--- src/rtl/seg_disp_pkg.sv ---
// Shared letter-code definitions and the active-high 7-segment glyph table
// for the Morse text display.
package seg_disp_pkg;

  localparam int CODE_W = 5;
  localparam logic [CODE_W-1:0] BLANK_CODE = 5'd31;

  // Glyph bit order is {g,f,e,d,c,b,a}; codes 26..31 are blank.
  function automatic logic [6:0] glyph(input logic [CODE_W-1:0] code);
    logic [6:0] seg;
    seg = 7'b0000000;
    unique case (code)
      5'd0:  seg = 7'b1110111; // A
      5'd1:  seg = 7'b1111100; // b
      5'd2:  seg = 7'b0111001; // C
      5'd3:  seg = 7'b1011110; // d
      5'd4:  seg = 7'b1111001; // E
      5'd5:  seg = 7'b1110001; // F
      5'd6:  seg = 7'b0111101; // G
      5'd7:  seg = 7'b1110110; // H
      5'd8:  seg = 7'b0000110; // I
      5'd9:  seg = 7'b0011110; // J
      5'd10: seg = 7'b1110101; // K
      5'd11: seg = 7'b0111000; // L
      5'd12: seg = 7'b0110111; // M
      5'd13: seg = 7'b1010100; // n
      5'd14: seg = 7'b0111111; // O
      5'd15: seg = 7'b1110011; // P
      5'd16: seg = 7'b1100111; // q
      5'd17: seg = 7'b1010000; // r
      5'd18: seg = 7'b1101101; // S
      5'd19: seg = 7'b1111000; // t
      5'd20: seg = 7'b0111110; // U
      5'd21: seg = 7'b0011100; // v
      5'd22: seg = 7'b0101010; // W
      5'd23: seg = 7'b1100100; // X
      5'd24: seg = 7'b1101110; // y
      5'd25: seg = 7'b1011011; // Z
      default: seg = 7'b0000000;
    endcase
    return seg;
  endfunction

endpackage

--- src/rtl/seg_scan_text_display_if.sv ---
// Push port, control inputs and display outputs of the scanned text display.
interface seg_scan_text_display_if #(
  parameter int NUM_DIGITS = 4,
  parameter int FIFO_DEPTH = 8
);
  import seg_disp_pkg::*;

  logic                          valid;
  logic [CODE_W-1:0]             data;
  logic                          ready;
  logic                          clear;
  logic                          scroll;
  logic [6:0]                    seg;
  logic [NUM_DIGITS-1:0]         digit;
  logic [$clog2(FIFO_DEPTH):0]   count;

  modport master (output valid, data, clear, scroll, input ready, seg, digit, count);
  modport slave  (input valid, data, clear, scroll, output ready, seg, digit, count);
endinterface

--- src/rtl/seg_text_fifo.sv ---
// Synchronous letter FIFO with clear; read data is presented combinationally
// from the head so a pop can be consumed in the same clock.
module seg_text_fifo #(
  parameter int DEPTH = 8,
  parameter int W     = 5
) (
  input  logic                     clk,
  input  logic                     rst,
  input  logic                     clear,
  input  logic                     push,
  input  logic                     pop,
  input  logic [W-1:0]             wr_data,
  output logic [W-1:0]             rd_data,
  output logic                     full,
  output logic                     empty,
  output logic [$clog2(DEPTH):0]   count
);
  localparam int AW = $clog2(DEPTH);
  localparam logic [AW:0] FULL_COUNT = (AW+1)'(DEPTH);

  logic [W-1:0]  mem [DEPTH];
  logic [AW-1:0] wr_ptr_reg, rd_ptr_reg;
  logic [AW:0]   count_reg;
  logic          do_push, do_pop;

  assign full    = (count_reg == FULL_COUNT);
  assign empty   = (count_reg == '0);
  assign do_push = push && !full && !clear;
  assign do_pop  = pop && !empty && !clear;
  assign rd_data = mem[rd_ptr_reg];
  assign count   = count_reg;

  always_ff @(posedge clk) begin
    if (do_push) mem[wr_ptr_reg] <= wr_data;
  end

  always_ff @(posedge clk or posedge rst) begin
    if (rst) begin
      wr_ptr_reg <= '0;
      rd_ptr_reg <= '0;
      count_reg  <= '0;
    end else if (clear) begin
      wr_ptr_reg <= '0;
      rd_ptr_reg <= '0;
      count_reg  <= '0;
    end else begin
      if (do_push) wr_ptr_reg <= wr_ptr_reg + 1'b1;
      if (do_pop)  rd_ptr_reg <= rd_ptr_reg + 1'b1;
      unique case ({do_push, do_pop})
        2'b10:   count_reg <= count_reg + 1'b1;
        2'b01:   count_reg <= count_reg - 1'b1;
        default: count_reg <= count_reg;
      endcase
    end
  end
endmodule

--- src/rtl/seg_scan_text_display.sv ---
// Multi-digit 7-segment text display: FIFO-fed shift-left digit buffer,
// optional paced scrolling, and time-multiplexed scan onto one segment bus.
module seg_scan_text_display
  import seg_disp_pkg::*;
#(
  parameter int NUM_DIGITS = 4,
  parameter int FIFO_DEPTH = 8,
  parameter int SCAN_DIV   = 50000,
  parameter int SCROLL_DIV = 25000000,
  parameter int ACTIVE_LOW = 1
) (
  input  logic                    clk,
  input  logic                    rst,
  seg_scan_text_display_if.slave  bus
);
  localparam int   SLOT_W = $clog2(SCAN_DIV);
  localparam int   IDX_W  = (NUM_DIGITS > 1) ? $clog2(NUM_DIGITS) : 1;
  localparam int   TMR_W  = (SCROLL_DIV > 1) ? $clog2(SCROLL_DIV) : 1;
  localparam logic POL    = (ACTIVE_LOW != 0);
  localparam logic [6:0]            SEG_OFF   = {7{POL}};
  localparam logic [NUM_DIGITS-1:0] DIGIT_OFF = {NUM_DIGITS{POL}};
  localparam logic [NUM_DIGITS-1:0] DIGIT_ONE = 1;

  logic [CODE_W-1:0]           fifo_rd_data;
  logic                        fifo_full, fifo_empty;
  logic [$clog2(FIFO_DEPTH):0] fifo_count;
  logic                        drain_tick, pop_fire;
  logic [TMR_W-1:0]            tmr_reg;
  logic [CODE_W-1:0]           disp_reg [NUM_DIGITS];
  logic [SLOT_W-1:0]           slot_reg;
  logic [IDX_W-1:0]            idx_reg;
  logic [6:0]                  seg_reg;
  logic [NUM_DIGITS-1:0]       digit_reg;

  assign bus.ready  = !fifo_full && !bus.clear;
  assign bus.count  = fifo_count;
  assign bus.seg    = seg_reg;
  assign bus.digit  = digit_reg;
  assign drain_tick = !bus.scroll || (tmr_reg == TMR_W'(SCROLL_DIV - 1));
  assign pop_fire   = drain_tick && !fifo_empty && !bus.clear;

  seg_text_fifo #(.DEPTH(FIFO_DEPTH), .W(CODE_W)) u_fifo (
    .clk     (clk),
    .rst     (rst),
    .clear   (bus.clear),
    .push    (bus.valid && bus.ready),
    .pop     (drain_tick),
    .wr_data (bus.data),
    .rd_data (fifo_rd_data),
    .full    (fifo_full),
    .empty   (fifo_empty),
    .count   (fifo_count)
  );

  // Scroll pacing timer only runs while scrolling so each scroll session starts from a full period.
  always_ff @(posedge clk or posedge rst) begin
    if (rst)                           tmr_reg <= '0;
    else if (bus.clear || !bus.scroll) tmr_reg <= '0;
    else if (drain_tick)               tmr_reg <= '0;
    else                               tmr_reg <= tmr_reg + 1'b1;
  end

  for (genvar gi = 0; gi < NUM_DIGITS; gi++) begin : g_digit
    always_ff @(posedge clk or posedge rst) begin
      if (rst)            disp_reg[gi] <= BLANK_CODE;
      else if (bus.clear) disp_reg[gi] <= BLANK_CODE;
      else if (pop_fire) begin
        if (gi == 0) disp_reg[gi] <= fifo_rd_data;
        else         disp_reg[gi] <= disp_reg[(gi > 0) ? gi - 1 : 0];
      end
    end
  end

  always_ff @(posedge clk or posedge rst) begin
    if (rst) begin
      slot_reg <= '0;
      idx_reg  <= '0;
    end else if (slot_reg == SLOT_W'(SCAN_DIV - 1)) begin
      slot_reg <= '0;
      idx_reg  <= (idx_reg == IDX_W'(NUM_DIGITS - 1)) ? '0 : idx_reg + 1'b1;
    end else begin
      slot_reg <= slot_reg + 1'b1;
    end
  end

  // Slot count 0 is a blanking clock to hide ghosting while the digit switches.
  always_ff @(posedge clk or posedge rst) begin
    if (rst) begin
      seg_reg   <= SEG_OFF;
      digit_reg <= DIGIT_OFF;
    end else if (slot_reg == '0) begin
      seg_reg   <= SEG_OFF;
      digit_reg <= DIGIT_OFF;
    end else begin
      seg_reg   <= glyph(disp_reg[idx_reg]) ^ SEG_OFF;
      digit_reg <= (DIGIT_ONE << idx_reg) ^ DIGIT_OFF;
    end
  end
endmodule

--- src/flat_wrapper.sv ---
// flat-port wrapper written by rule: the top's interface ports become plain ports
module seg_scan_text_display_flat import seg_disp_pkg::*;
#(
  parameter int NUM_DIGITS = 4,
  parameter int FIFO_DEPTH = 8,
  parameter int SCAN_DIV   = 50000,
  parameter int SCROLL_DIV = 25000000,
  parameter int ACTIVE_LOW = 1
)
  (clk, rst, bus_valid, bus_data, bus_clear, bus_scroll, bus_ready, bus_seg, bus_digit, bus_count);
  seg_scan_text_display_if #(.NUM_DIGITS(NUM_DIGITS), .FIFO_DEPTH(FIFO_DEPTH)) bus_i ();
  input  logic clk;
  input  logic rst;
  input wire logic [$bits(bus_i.valid)-1:0] bus_valid;
  input wire logic [$bits(bus_i.data)-1:0] bus_data;
  input wire logic [$bits(bus_i.clear)-1:0] bus_clear;
  input wire logic [$bits(bus_i.scroll)-1:0] bus_scroll;
  output wire logic [$bits(bus_i.ready)-1:0] bus_ready;
  output wire logic [$bits(bus_i.seg)-1:0] bus_seg;
  output wire logic [$bits(bus_i.digit)-1:0] bus_digit;
  output wire logic [$bits(bus_i.count)-1:0] bus_count;
  assign bus_i.valid = bus_valid;
  assign bus_i.data = bus_data;
  assign bus_i.clear = bus_clear;
  assign bus_i.scroll = bus_scroll;
  assign bus_ready = bus_i.ready;
  assign bus_seg = bus_i.seg;
  assign bus_digit = bus_i.digit;
  assign bus_count = bus_i.count;
  seg_scan_text_display #(.NUM_DIGITS(NUM_DIGITS), .FIFO_DEPTH(FIFO_DEPTH), .SCAN_DIV(SCAN_DIV), .SCROLL_DIV(SCROLL_DIV), .ACTIVE_LOW(ACTIVE_LOW)) u_core (.clk(clk), .rst(rst), .bus(bus_i));
endmodule
--- config.mk ---
export PLATFORM = sky130hd
export DESIGN_NAME = seg_scan_text_display_flat
export DESIGN_NICKNAME = d
export VERILOG_FILES = /design/src/rtl/seg_disp_pkg.sv /design/src/rtl/seg_scan_text_display_if.sv /design/src/rtl/seg_text_fifo.sv /design/src/rtl/seg_scan_text_display.sv /design/src/flat_wrapper.sv
export SDC_FILE = /design/constraint.sdc
export NUM_CORES = 1
export LEC_CHECK = 0
export CORE_MARGIN = 5
export CORE_UTILIZATION = 60
export CTS_CLUSTER_DIAMETER = 150
export DETAILED_ROUTE_END_ITERATION = 8
export PLACE_DENSITY_LB_ADDON = 0.12
export SLEW_MARGIN = 20
export SYNTH_ARGS = -nofsm -noshare
export SYNTH_HDL_FRONTEND = slang
export SYNTH_SLANG_ARGS = --single-unit
--- constraint.sdc ---
create_clock -name clk -period 8.32 [get_ports clk]
set_clock_uncertainty 0.15 [all_clocks]
set_input_delay 1.664 -clock clk [delete_from_list [all_inputs] [get_ports clk]]
set_output_delay 1.664 -clock clk [all_outputs]
set_load 0.1 [all_outputs]
==> results.json, run 1 <==
{
  "diodes": 0,
  "syn_avg_cell_area_um2": 11.9,
  "worstSetupPathType": "in -> out",
  "wl_per_cell_um": 15.4,
  "ys_seq_area_share_pct": 55.2,
  "hold_violations": 0,
  "ys_seq_elements": 124,
  "cts_tree": "done",
  "grt_pass1_vias": 3718,
  "crit_family": "buffers and inverters",
  "synth_edf_count": 40,
  "p_leak_nw": 2.67,
  "grt_max_degree": 85,
  "area_delta_synth_final_pct": 13.3,
  "vias": 3820,
  "final_cell_mix": "dfrtp_1, nor2_1, nand2_1, edfxtp_1, dfstp_2",
  "ant_nets": 0,
  "place.gp.congestion": 0.833,
  "timing.fmax_ghz": 0.182,
  "core_um2": 9820,
  "rsz0062_at_grt": "no",
  "dieArea_um2": 12200,
  "cts_buffer_depth": 2,
  "r2r_slack_ns": 5.30,
  "dp.final_hpwl_um": 6800,
  "slew_violations": 0,
  "max_stage_delay_ns": 1.16,
  "required_ns": 6.51,
  "ioPinCount": 26,
  "tightest_slew_ns": 0.972,
  "cts_hold_buffers": 0,
  "drive_above_1_share_pct": 15.7,
  "startpoint_type": "primary input",
  "cp_slowest_cell": "clkdlybuf4s50_1",
  "drtPass1Iterations": 6,
  "reg2reg_depth": 10,
  "worstReg2RegStart": "u_core.tmr_reg[10]",
  "cp_num_buf_inv": 2,
  "cp_common_cell": "clkdlybuf4s50_1",
  "slew_headroom_pct": 35.0,
  "startpoint": "bus_clear",
  "period_minus_slack_ns": 5.50,
  "fp.dieH_um": 110,
  "ys.flop_type": "dfrtp_1",
  "numClockSinks": 124,
  "syn_area_um2": 6050,
  "async_flop_share_pct": 67.7,
  "grt_overflow": 0,
  "cp-end-kind": "primary output",
  "timing.setup.tns_ns": 0,
  "fin_crit_sh_pct": 66.1,
  "numCtsBuffers": 17,
  "htreeDepth": 4,
  "track_usage_pct": 18.5,
  "antenna_found_initial": 0,
  "io_buffers": 25,
  "powerDensity_nw_per_um2": 203,
  "worstPathArrival_ns": 3.69,
  "cts_resized": 0,
  "cp_num_cells": 3,
  "cts-root-buf": "clkbuf_8",
  "syn_inst": 507,
  "die_w_um": 110,
  "clkTransAtPathRegs_ns": 0.06,
  "largest_reg_flops": 40,
  "setup_violations": 0,
  "cp-endpoint": "bus_ready",
  "cap_violations": 0,
  "ys_warn_count": 0,
  "routed_wl_um": 10400,
  "route.detailed.drc": 0,
  "vdd_drop_max_v": 0.000193,
  "post_cts_buffers": 0,
  "grt_pass1_wl_um": 18100,
  "crit_chain": "clkdlybuf4s50_1 -> a21oi_1 -> clkdlybuf4s50_1",
  "drtIter0Drc": 150,
  "holdCritPathClass": "reg -> reg",
  "initial_utilization_pct": 61.6,
  "power.total_mw": 1.39,
  "post_drt_via_cell_ratio": 5.65,
  "status": "completed",
  "rows": 36,
  "clk-insertion-delay-late_ns": 0.52,
  "layout_commonest_cell": "dfrtp_1",
  "syn_nets": 536,
  "path_max_fanout": 14,
  "ys_types": 56,
  "finalNetCount": 559,
  "r2r_end": "u_core.u_fifo.count[3]"
}
-- final cells by class --
cell class | instances | area [µm²]
Inverter | 20 | 76.3
Sequential cell | 124 | 3340
Timing Repair Buffer | 28 | 277
Tap cell | 133 | 166
Fill cell | 745 | 2970
Multi-Input combinational cell | 339 | 2490
Clock buffer | 20 | 425
Clock inverter | 12 | 76.3
-- worst reg2reg max path: stages, from the launching register on --
cell      delay [ns]
dfrtp_1         0.41
nor4_1          0.38
a41o_1          0.31
nand4_1         0.12
nor2_1          0.25
ha_1            0.29
a21o_1          0.17
a21oi_1         0.17
a21boi_0        0.23
mux2i_1         0.11
mux2_1          0.32
-- cells by family after synthesis --
group	Yosys count	synth area share, %
xor+xnor	40	5.79
buf+inv	44	3.58
simple gates	184	14.9
compound gates	55	6.52
flops	124	55.2
fa+ha+maj	19	4.05
mux	41	9.93
-- synth_stat cells, types with 10 or more instances --
cell type	number	area [µm²]
a21oi_1	13	65.1
dfrtp_1	53	1330
dfstp_2	31	815
edfxtp_1	40	1200
ha_1	18	225
inv_1	20	75.1
mux2i_1	24	240
mux4_2	15	338
nand2_1	46	173
nand3_1	15	75.1
nand4_1	12	75.1
nor2_1	52	195
nor3_1	21	105
o211ai_1	10	75.1
xnor2_1	27	236
xor2_1	13	114
-- stage by stage --
step,util [%],hold WS [ns],setup slack [ns],instance area (µm²),std cells
finish,69.8,0.355,2.82,6850,676
global route,69.8,0.372,2.75,6850,676
CTS,69.8,0.358,2.81,6850,676
detailed placement,64.7,0.347,2.83,6350,644
global placement,64.7,0.335,2.84,6350,644
floorplan,-,0.309,3.18,6050,507
-- worst min-delay path by stage --
stage | from | endpoint | cells after the start
floorplan | u_core.slot_reg[13] | u_core.slot_reg[13] | 1
global placement | u_core.slot_reg[13] | u_core.slot_reg[13] | 1
detailed placement | u_core.slot_reg[13] | u_core.slot_reg[13] | 1
CTS | u_core.slot_reg[0] | u_core.slot_reg[0] | 1
global route | u_core.slot_reg[13] | u_core.slot_reg[13] | 1
finish | u_core.slot_reg[0] | u_core.slot_reg[0] | 1
-- report_power, final --
group          total [mW]  switching, mW  internal, mW
Sequential          0.657         0.0107         0.646
Clock               0.614          0.253         0.361
Combinational       0.124         0.0862        0.0377
Total                1.39          0.350          1.04
-- per-layer routing --
metal / routed length [µm] / share of wire, % / global-route usage (%)
met5: 0 / 0 / 0
met4: 208 / 2.0 / 7.88
met1: 4830 / 46 / 24.3
met3: 412 / 4.0 / 5.69
met2: 4960 / 48 / 28.6
Power figures use the tool's default switching activity.
==> run 2, diff against run 1 <==
--- a/config.mk
+++ b/config.mk
@@ -6,7 +6,7 @@
 export NUM_CORES = 1
 export LEC_CHECK = 0
 export CORE_MARGIN = 5
-export CORE_UTILIZATION = 60
+export CORE_UTILIZATION = 55
 export CTS_CLUSTER_DIAMETER = 150
 export DETAILED_ROUTE_END_ITERATION = 8
 export PLACE_DENSITY_LB_ADDON = 0.12
==> constraint.sdc (replaced) <==
create_clock -name clk -period 4.7 [get_ports clk]
set_clock_uncertainty 0.15 [all_clocks]
set_input_delay 0.94 -clock clk [delete_from_list [all_inputs] [get_ports clk]]
set_output_delay 0.94 -clock clk [all_outputs]
set_load 0.1 [all_outputs]
==> run 2 against run 1 <==
Worst hold slack improved by 0.0039 ns. Power up 86%. Sequential power grew 77%. Wire length grew 5.2%. Utilization fell by 5.6 points. Critical endpoint is now bus_count[0]. Largest cell class unchanged.
==> results.json, run 2 (synthesis gave the netlist of run 1 again) <==
{
  "fin_crit_sh_pct": 70.1,
  "cts_resized": 0,
  "io_buffers": 25,
  "cp_slowest_cell": "clkdlybuf4s50_1",
  "setup_violations": 0,
  "core_um2": 10800,
  "met2_usage_pct": 28.4,
  "rows": 38,
  "crit_family": "buffers and inverters",
  "cp_num_cells": 1,
  "regArea_um2": 3340,
  "period_minus_slack_ns": 3.29,
  "worstReg2RegStart": "u_core.tmr_reg[10]",
  "holdCritPathClass": "reg -> reg",
  "power_frac_clock_pct": 46.6,
  "ant_nets": 0,
  "numCtsBuffers": 17,
  "cts-root-buf": "clkbuf_8",
  "swShare_pct": 25.1,
  "p_leak_nw": 2.72,
  "routed_wl_um": 11000,
  "crit_chain": "clkdlybuf4s50_1",
  "grt_max_degree": 33,
  "grt_overflow": 0,
  "dieArea_um2": 13200,
  "drtIter0Drc": 223,
  "area_delta_synth_final_pct": 14.6,
  "p_sw_mw": 0.651,
  "fp.dieH_um": 115,
  "ioPinCount": 26,
  "grt_pass1_vias": 3813,
  "die_w_um": 115,
  "cts_tree": "done",
  "largest_reg_flops": 40,
  "cp-endpoint": "bus_count[0]",
  "grt_use_met3_pct": 5.37,
  "slew_headroom_pct": 34.3,
  "final_cell_mix": "dfrtp_1, nor2_1, nand2_1, edfxtp_1, dfstp_2",
  "timing.setup.tns_ns": 0,
  "startpoint_type": "flip-flop",
  "worstHoldPathCells": 1,
  "route.detailed.drc": 0,
  "max_stage_delay_ns": 1.19,
  "tightest_slew_ns": 0.982,
  "cap_violations": 0,
  "cp-end-kind": "primary output",
  "startpoint": "u_core.u_fifo.count[0]",
  "dp.final_hpwl_um": 7240,
  "hold_violations": 0,
  "power.total_mw": 2.59,
  "layout_commonest_cell": "dfrtp_1",
  "grt_pass1_wl_um": 19100,
  "antenna_found_initial": 0,
  "cts_hold_buffers": 0,
  "track_usage_pct": 18.5,
  "place.gp.congestion": 0.835,
  "diodes": 0,
  "vias": 3859,
  "clkTransAtPathRegs_ns": 0.06,
  "initial_utilization_pct": 56.1,
  "r2r_end": "u_core.u_fifo.count[3]",
  "post-route-util_pct": 64.2,
  "slew_violations": 0,
  "reg2reg_depth": 10,
  "powerDensity_nw_per_um2": 374,
  "finalNetCount": 561,
  "vdd_drop_max_v": 0.000374,
  "worstPathArrival_ns": 2.20,
  "power_frac_comb_pct": 8.6,
  "r2r_slack_ns": 1.67,
  "nFillCells": 869,
  "rsz0062_at_grt": "no",
  "required_ns": 3.61,
  "multiInputGateArea_um2": 2500,
  "p_int_mw": 1.94,
  "timing.fmax_ghz": 0.304,
  "worstSetupPathType": "reg -> out",
  "clk-insertion-delay-late_ns": 0.53,
  "cp_num_buf_inv": 1,
  "grt-busiest-layer": "met2",
  "path_max_fanout": 7,
  "cts_buffer_depth": 2,
  "use_met1_pct": 25.3,
  "numClockSinks": 124,
  "drive_above_1_share_pct": 16.9,
  "wl_per_cell_um": 16.0,
  "drtPass1Iterations": 4,
  "htreeDepth": 4,
  "p_seq_share_pct": 44.8,
  "status": "completed",
  "post_drt_via_cell_ratio": 5.63,
  "post_cts_buffers": 0
}
## run 2: cell count changes in the layout (fill, tap and decap cells not counted), moves of 2 or more
cell	delta
clkbuf_1	-2
clkinv_2	-2
clkinvlp_4	-2
inv_6	+3
buf_4	+4
clkbuf_8	+2
## run 2: power by group through the flow
stage | combinational (mW) | clock, mW | sequential [mW]
floorplan | 0.108 | 0 | 1.24
global placement | 0.220 | 0 | 1.18
detailed placement | 0.224 | 0 | 1.18
CTS | 0.224 | 1.24 | 1.16
global route | 0.239 | 1.29 | 1.17
finish | 0.222 | 1.21 | 1.16
## run 2: routing by layer
metal,part of all wire [%],vias up
li1,-,1871
met1,46,1913
met2,49,68
met3,4.1,7
met4,0.58,0
met5,0,-
## run 2: area by class of cell
cell class,instances,area share (%)
flip-flops and latches,124,48.2
multi-input cells,339,36.0
clock buffers,20,6.42
repair buffers,30,4.11
well taps,140,2.53
clock inverters,12,1.62
inverters,20,1.10
## run 2: worst min path at each step
| stage | from | end | slack [ns] |
|---|---|---|---|
| after CTS | u_core.slot_reg[13] | u_core.slot_reg[13] | 0.36 |
| final | u_core.slot_reg[0] | u_core.slot_reg[0] | 0.36 |
| after global placement | u_core.slot_reg[13] | u_core.slot_reg[13] | 0.33 |
| after detailed placement | u_core.slot_reg[13] | u_core.slot_reg[13] | 0.35 |
| after global routing | u_core.disp_reg[19] | u_core.disp_reg[19] | 0.38 |
| after floorplan | u_core.slot_reg[13] | u_core.slot_reg[13] | 0.31 |
## run 2: stage by stage
| stage | hold WS, ns | cell area (µm²) | setup WS (ns) | instances |
|---|---|---|---|---|
| 6_report | 0.359 | 6930 | 1.41 | 685 |
| 5_1_grt | 0.379 | 6930 | 1.33 | 685 |
| 4_1_cts | 0.360 | 6930 | 1.37 | 685 |
| 3_5_place_dp | 0.348 | 6370 | 1.03 | 653 |
| 3_3_place_gp | 0.329 | 6370 | 1.14 | 653 |
| 2_1_floorplan | 0.309 | 6050 | 0.869 | 507 |
